[src/rtl/random_word_scheduler.sv]
// random_word_scheduler: shares one serial LFSR engine among NUM_REQ clients.
// Programs the engine tap/seed, restarts it, grants requesters round-robin,
// shifts WORD_BITS engine bits into a word and returns it over val/rdy.
module random_word_scheduler #(
  parameter int unsigned NUM_REQ   = 4,
  parameter int unsigned WORD_BITS = 8
) (
  input  logic                 clk,
  input  logic                 rst,
  input  logic                 cfg_val,
  output logic                 cfg_rdy,
  input  logic [7:0]           cfg_tap,
  input  logic [7:0]           cfg_seed,
  input  logic [NUM_REQ-1:0]   req_val,
  output logic [NUM_REQ-1:0]   req_rdy,
  output logic [NUM_REQ-1:0]   resp_val,
  input  logic [NUM_REQ-1:0]   resp_rdy,
  output logic [WORD_BITS-1:0] resp_data,
  output logic                 eng_start,
  output logic                 eng_stop,
  output logic [7:0]           eng_tap,
  output logic [7:0]           eng_seed,
  input  logic                 eng_active,
  input  logic                 eng_out,
  output logic                 busy
);

  localparam int unsigned PTR_W = (NUM_REQ > 1) ? $clog2(NUM_REQ) : 1;
  localparam int unsigned CNT_W = $clog2(WORD_BITS + 1);

  typedef enum logic [2:0] {
    S_OFF,
    S_STOP,
    S_LAUNCH,
    S_SPINUP,
    S_IDLE,
    S_COLLECT,
    S_RESP
  } state_t;

  state_t               state;
  state_t               state_nxt;
  logic [PTR_W-1:0]     rr_ptr;
  logic [PTR_W-1:0]     gnt;
  logic [PTR_W-1:0]     pick;
  logic [PTR_W-1:0]     ptr_nxt;
  logic [NUM_REQ-1:0]   pick_mask;
  logic                 found;
  logic [CNT_W-1:0]     count;
  logic [WORD_BITS-1:0] word;
  logic                 cfg_fire;
  logic                 grant_fire;

  assign resp_data  = word;
  assign cfg_fire   = cfg_val & cfg_rdy;
  // A grant is only offered in IDLE with no pending config, and only to a
  // requester whose req_val is set, so an offered grant always fires.
  assign grant_fire = (state == S_IDLE) && !cfg_val && found;
  assign ptr_nxt    = (32'(pick) == NUM_REQ - 1) ? '0 : pick + PTR_W'(1);

  // Round-robin search: first asserted req_val starting at rr_ptr, with wrap.
  always_comb begin : rr_search
    int unsigned idx;
    idx       = 0;
    found     = 1'b0;
    pick      = '0;
    pick_mask = '0;
    for (int unsigned i = 0; i < NUM_REQ; i++) begin
      idx = 32'(rr_ptr) + i;
      if (idx >= NUM_REQ) idx = idx - NUM_REQ;
      if (!found && req_val[PTR_W'(idx)]) begin
        found = 1'b1;
        pick  = PTR_W'(idx);
      end
    end
    if (found) pick_mask[pick] = 1'b1;
  end

  // Next-state and handshake/engine-control outputs.
  always_comb begin
    state_nxt = state;
    cfg_rdy   = 1'b0;
    req_rdy   = '0;
    resp_val  = '0;
    eng_start = 1'b0;
    eng_stop  = 1'b0;
    busy      = 1'b1;
    case (state)
      S_OFF: begin
        cfg_rdy = 1'b1;
        busy    = 1'b0;
        if (cfg_val) state_nxt = S_STOP;
      end
      S_STOP: begin
        eng_stop  = 1'b1;
        state_nxt = S_LAUNCH;
      end
      S_LAUNCH: begin
        eng_start = 1'b1;
        state_nxt = S_SPINUP;
      end
      S_SPINUP: begin
        if (eng_active) state_nxt = S_IDLE;
      end
      S_IDLE: begin
        cfg_rdy = 1'b1;
        busy    = 1'b0;
        if (cfg_val) begin
          state_nxt = S_STOP;
        end else if (found) begin
          req_rdy   = pick_mask;
          state_nxt = S_COLLECT;
        end
      end
      S_COLLECT: begin
        if (eng_active && (count == CNT_W'(WORD_BITS - 1))) state_nxt = S_RESP;
      end
      S_RESP: begin
        resp_val[gnt] = 1'b1;
        if (resp_rdy[gnt]) state_nxt = S_IDLE;
      end
      default: state_nxt = S_OFF;
    endcase
  end

  // State register.
  always_ff @(posedge clk or posedge rst) begin
    if (rst) state <= S_OFF;
    else     state <= state_nxt;
  end

  // Engine configuration registers, loaded on every accepted config.
  always_ff @(posedge clk or posedge rst) begin
    if (rst) begin
      eng_tap  <= '0;
      eng_seed <= '0;
    end else if (cfg_fire) begin
      eng_tap  <= cfg_tap;
      eng_seed <= cfg_seed;
    end
  end

  // Grant bookkeeping and word assembly (first bit ends in the MSB).
  always_ff @(posedge clk or posedge rst) begin
    if (rst) begin
      rr_ptr <= '0;
      gnt    <= '0;
      count  <= '0;
      word   <= '0;
    end else begin
      if (grant_fire) begin
        gnt    <= pick;
        rr_ptr <= ptr_nxt;
        count  <= '0;
      end
      if ((state == S_COLLECT) && eng_active) begin
        word  <= {word[WORD_BITS-2:0], eng_out};
        count <= count + CNT_W'(1);
      end
    end
  end

endmodule

[config.mk]
export PLATFORM = sky130hd
export DESIGN_NAME = random_word_scheduler
export DESIGN_NICKNAME = d
export VERILOG_FILES = /design/src/rtl/random_word_scheduler.sv
export SDC_FILE = /design/constraint.sdc
export NUM_CORES = 1
export LEC_CHECK = 0
export CAP_MARGIN = 0
export CORE_ASPECT_RATIO = 0.6
export CORE_MARGIN = 2
export CORE_UTILIZATION = 44
export DETAILED_ROUTE_END_ITERATION = 10
export GPL_TIMING_DRIVEN = 0
export PLACE_DENSITY = 0.8
export SYNTH_ARGS = -nofsm -noshare
export SYNTH_HDL_FRONTEND = slang
export SYNTH_SLANG_ARGS = --single-unit
[constraint.sdc]
create_clock -name clk -period 2 [get_ports clk]
set_clock_uncertainty 0.05 [all_clocks]
set_input_delay 0.2 -clock clk [delete_from_list [all_inputs] [get_ports clk]]
set_output_delay 0.2 -clock clk [all_outputs]
set_load 0.05 [all_outputs]
==> results.yml <==
layout:
  instances_no_fill: 283
  insertedDiodeCount: 0
  final_nets: 269
  areaGrowthSynthToFinish_pct: 50.9
  fill_cells: 294
  drive_above_1_share_pct: 27.5
place:
  place_inst: 274
  dpl.hpwl_um: 2810
  dp_slack_ns: -0.943
  routabilityCongestion: 0.792
  numPortBuffers: 64
global_route:
  gr-total-overflow: 0
  grt_pass1_vias: 1415
  grt_pass1_wl_um: 6640
  antenna_found_initial: 0
  grt_max_degree: 36
  grtUsageTotal_pct: 19.1
sta:
  drv_slew: 0
  period_share_pct: 104
  rsz0062_at_grt: "true"
  fin_crit_ns: 2.09
  relSlewSlack_pct: 53.3
  worstMarginPinSlew_ns: 0.700
  setup_tns_ns: -0.298
  hold_viol_final: 0
  worst_slack_ns: -0.0852
  setup_violations: 4
  timing.fmax_ghz: 0.480
critical_path:
  timing_worst_setup_path_type: "in2out"
  cp_max_fo: 10
  start_kind: "primary input"
  end_kind: "primary output"
  reg2reg_slack_ns: 0.22
  rr_worst_depth: 5
  setup.worst_path.start: "req_val[1]"
  worstPathRequired_ns: 1.75
  worstReg2RegStart: "state[0]"
  worstPathArrival_ns: 1.84
  r2r-end: "eng_tap[1]"
pwr:
  max-vdd-ir-drop_mv: 0.996
  p_leak_nw: 1.20
  p_per_area_nw_per_um2: 1610
drt:
  dr.pass1.iters: 4
  wire_per_inst_um: 14.0
  postRouteAntennaNets: 0
  wl_met3_um: 258
  drc: 0
  wl_met1_um: 1940
  top_layer_used: "met4"
  drt_wl_total_um: 3950
  drt_iter0_drc: 70
  dr_wl_met2_um: 1730
  vias: 1429
  vias_per_cell: 5.05
clocking:
  cts_buffers: 5
  cts.sinks: 35
  root_buffer: "clkbuf_8"
  clk_latency_ns: 0.28
  ctsHoldBuffers: 0
  htreeDepth: 2
  clock_tree.buffer_depth: 2
  tritoncts: "done"
  clkTransAtPathRegs_ns: 0.07
run_status:
  outcome: "finished, violations left"
  violations: "negative setup slack"
synth:
  seq_area_frac_synth_pct: 50.3
  ys.warnings.count: 0
  syn-cell-area_um2: 1740
  syn_nets: 197
  netlist.top_cell.by_area: "dfrtp_1"
  synth.avg_cell_area_um2: 10.7
  ys_ff_latch: 35
  synth_area_leaders: "dfrtp_1 (50%), mux2_2 (13%), nand2_1 (6.5%)"
  yosysTopAreaCellShare_pct: 50.3
  ys_types: 40
  syn_inst: 163
die:
  die_y_um: 52.8
  die_w_um: 85.3
  die_area_um2: 4500
  row_count: 17
  core-area_um2: 3720
  ios: 65
  start_util_pct: 46.8
hold_path:
  holdCritPathClass: "in2async"
job:
  drv_cap: 0
-- where the power goes --
part / switching, W / internal [W] / total, W
Sequential: 0.000208 / 0.00100 / 0.00121
Combinational: 0.00147 / 0.00100 / 0.00247
Clock: 0.000235 / 0.000314 / 0.000549
Total: 0.00191 / 0.00232 / 0.00423
-- layout make-up --
class                      count  area [µm²]  area share (%)
tap                           47        58.8            2.24
timing repair buffer          65         636            24.2
buffer                         8        66.3            2.52
multi-input combinational    112         857            32.6
inverter                       8        33.8            1.28
clock buffer                   8         100            3.81
sequential                    35         878            33.4
-- worst max path at each step --
stage / end / depth (start not counted)
2_1_floorplan: resp_val[0] / 3
3_3_place_gp: req_rdy[0] / 8
3_5_place_dp: req_rdy[0] / 8
4_1_cts: req_rdy[2] / 8
5_1_grt: req_rdy[0] / 8
6_report: req_rdy[3] / 6
-- kinds of logic after synthesis --
kind of cell | Yosys count | share of synthesized area, %
AOI/OAI and AO/OA | 20 | 7.75
adders and majority gates | 5 | 3.59
buffers and inverters | 16 | 5.17
DFF | 35 | 50.3
muxes | 25 | 16.1
and+or+nand+nor | 62 | 17.2
-- cell usage after synthesis, drive strengths merged --
library cell and number:
nand2b 2, mux2 21, a31oi 1, nand3b 1
a311oi 1, nand2 30, o2bb2a 1, inv 8
nor4 1, buf 4, nand4b 1, nor4b 1
and2 4, or4b 1, or2 1, a41o 1
nor2 12, nor3 2, o21ai 5, dfrtp 35
nand3 1, nor3b 1, a222oi 1, a21oi 6
clkbuf 4, or2b 2, ha 5, o211ai 2
o21a 1, and2b 1, and3 1, mux2i 4
o311a 1
-- what timing repair did --
item,4_1_cts,5_1_grt
setup buffers,1,0
pin swaps,1,0
resized for setup,54,13
endpoints found under the setup margin,12,9
-- per-stage QoR --
| step | area [µm²] | utilization [%] | total power (W) | hold slack, ns |
|---|---|---|---|---|
| global placement | 2490 | 66.8 | 0.00363 | 0.412 |
| CTS | 2630 | 70.7 | 0.00425 | 0.393 |
| floorplan | 1790 | - | 0.00292 | 0.255 |
| global route | 2630 | 70.7 | 0.00447 | 0.383 |
| finish | 2630 | 70.7 | 0.00423 | 0.319 |
| detailed placement | 2490 | 66.8 | 0.00367 | 0.430 |
-- state kept, by name, indices dropped and copies added, names as in the netlist --
name and flops:
count 4, eng_seed 8, eng_tap 8, gnt 2
resp_data 8, rr_ptr 2, state 3
-- worst max-delay path, cell delays in order --
cell             delay, ns
clkdlybuf4s50_1       0.50
nor4_2                0.52
nor4b_4               0.08
buf_4                 0.19
and2_1                0.16
buf_4                 0.18
-- per-layer routing --
layer / global-route usage, % / vias up
li1: - / 699
met1: 27.6 / 675
met2: 28.5 / 53
met3: 5.20 / 2
met4: 4.23 / 0
met5: 0 / -
-- layout by cell type, fill, tap and decap left out, drive strengths merged, types with 2 or more instances in the layout --
cell type	n
mux2	21
dlygate4sd2	3
nand2	30
dlymetal6s2s	2
mux2i	4
nor3	2
and2	4
nor2	12
clkdlybuf4s50	50
o211ai	2
or2b	2
a21oi	6
clkbuf	14
ha	5
inv	7
nand2b	2
o21ai	5
buf	11
dfrtp	35
Power figures use the tool's default switching activity.
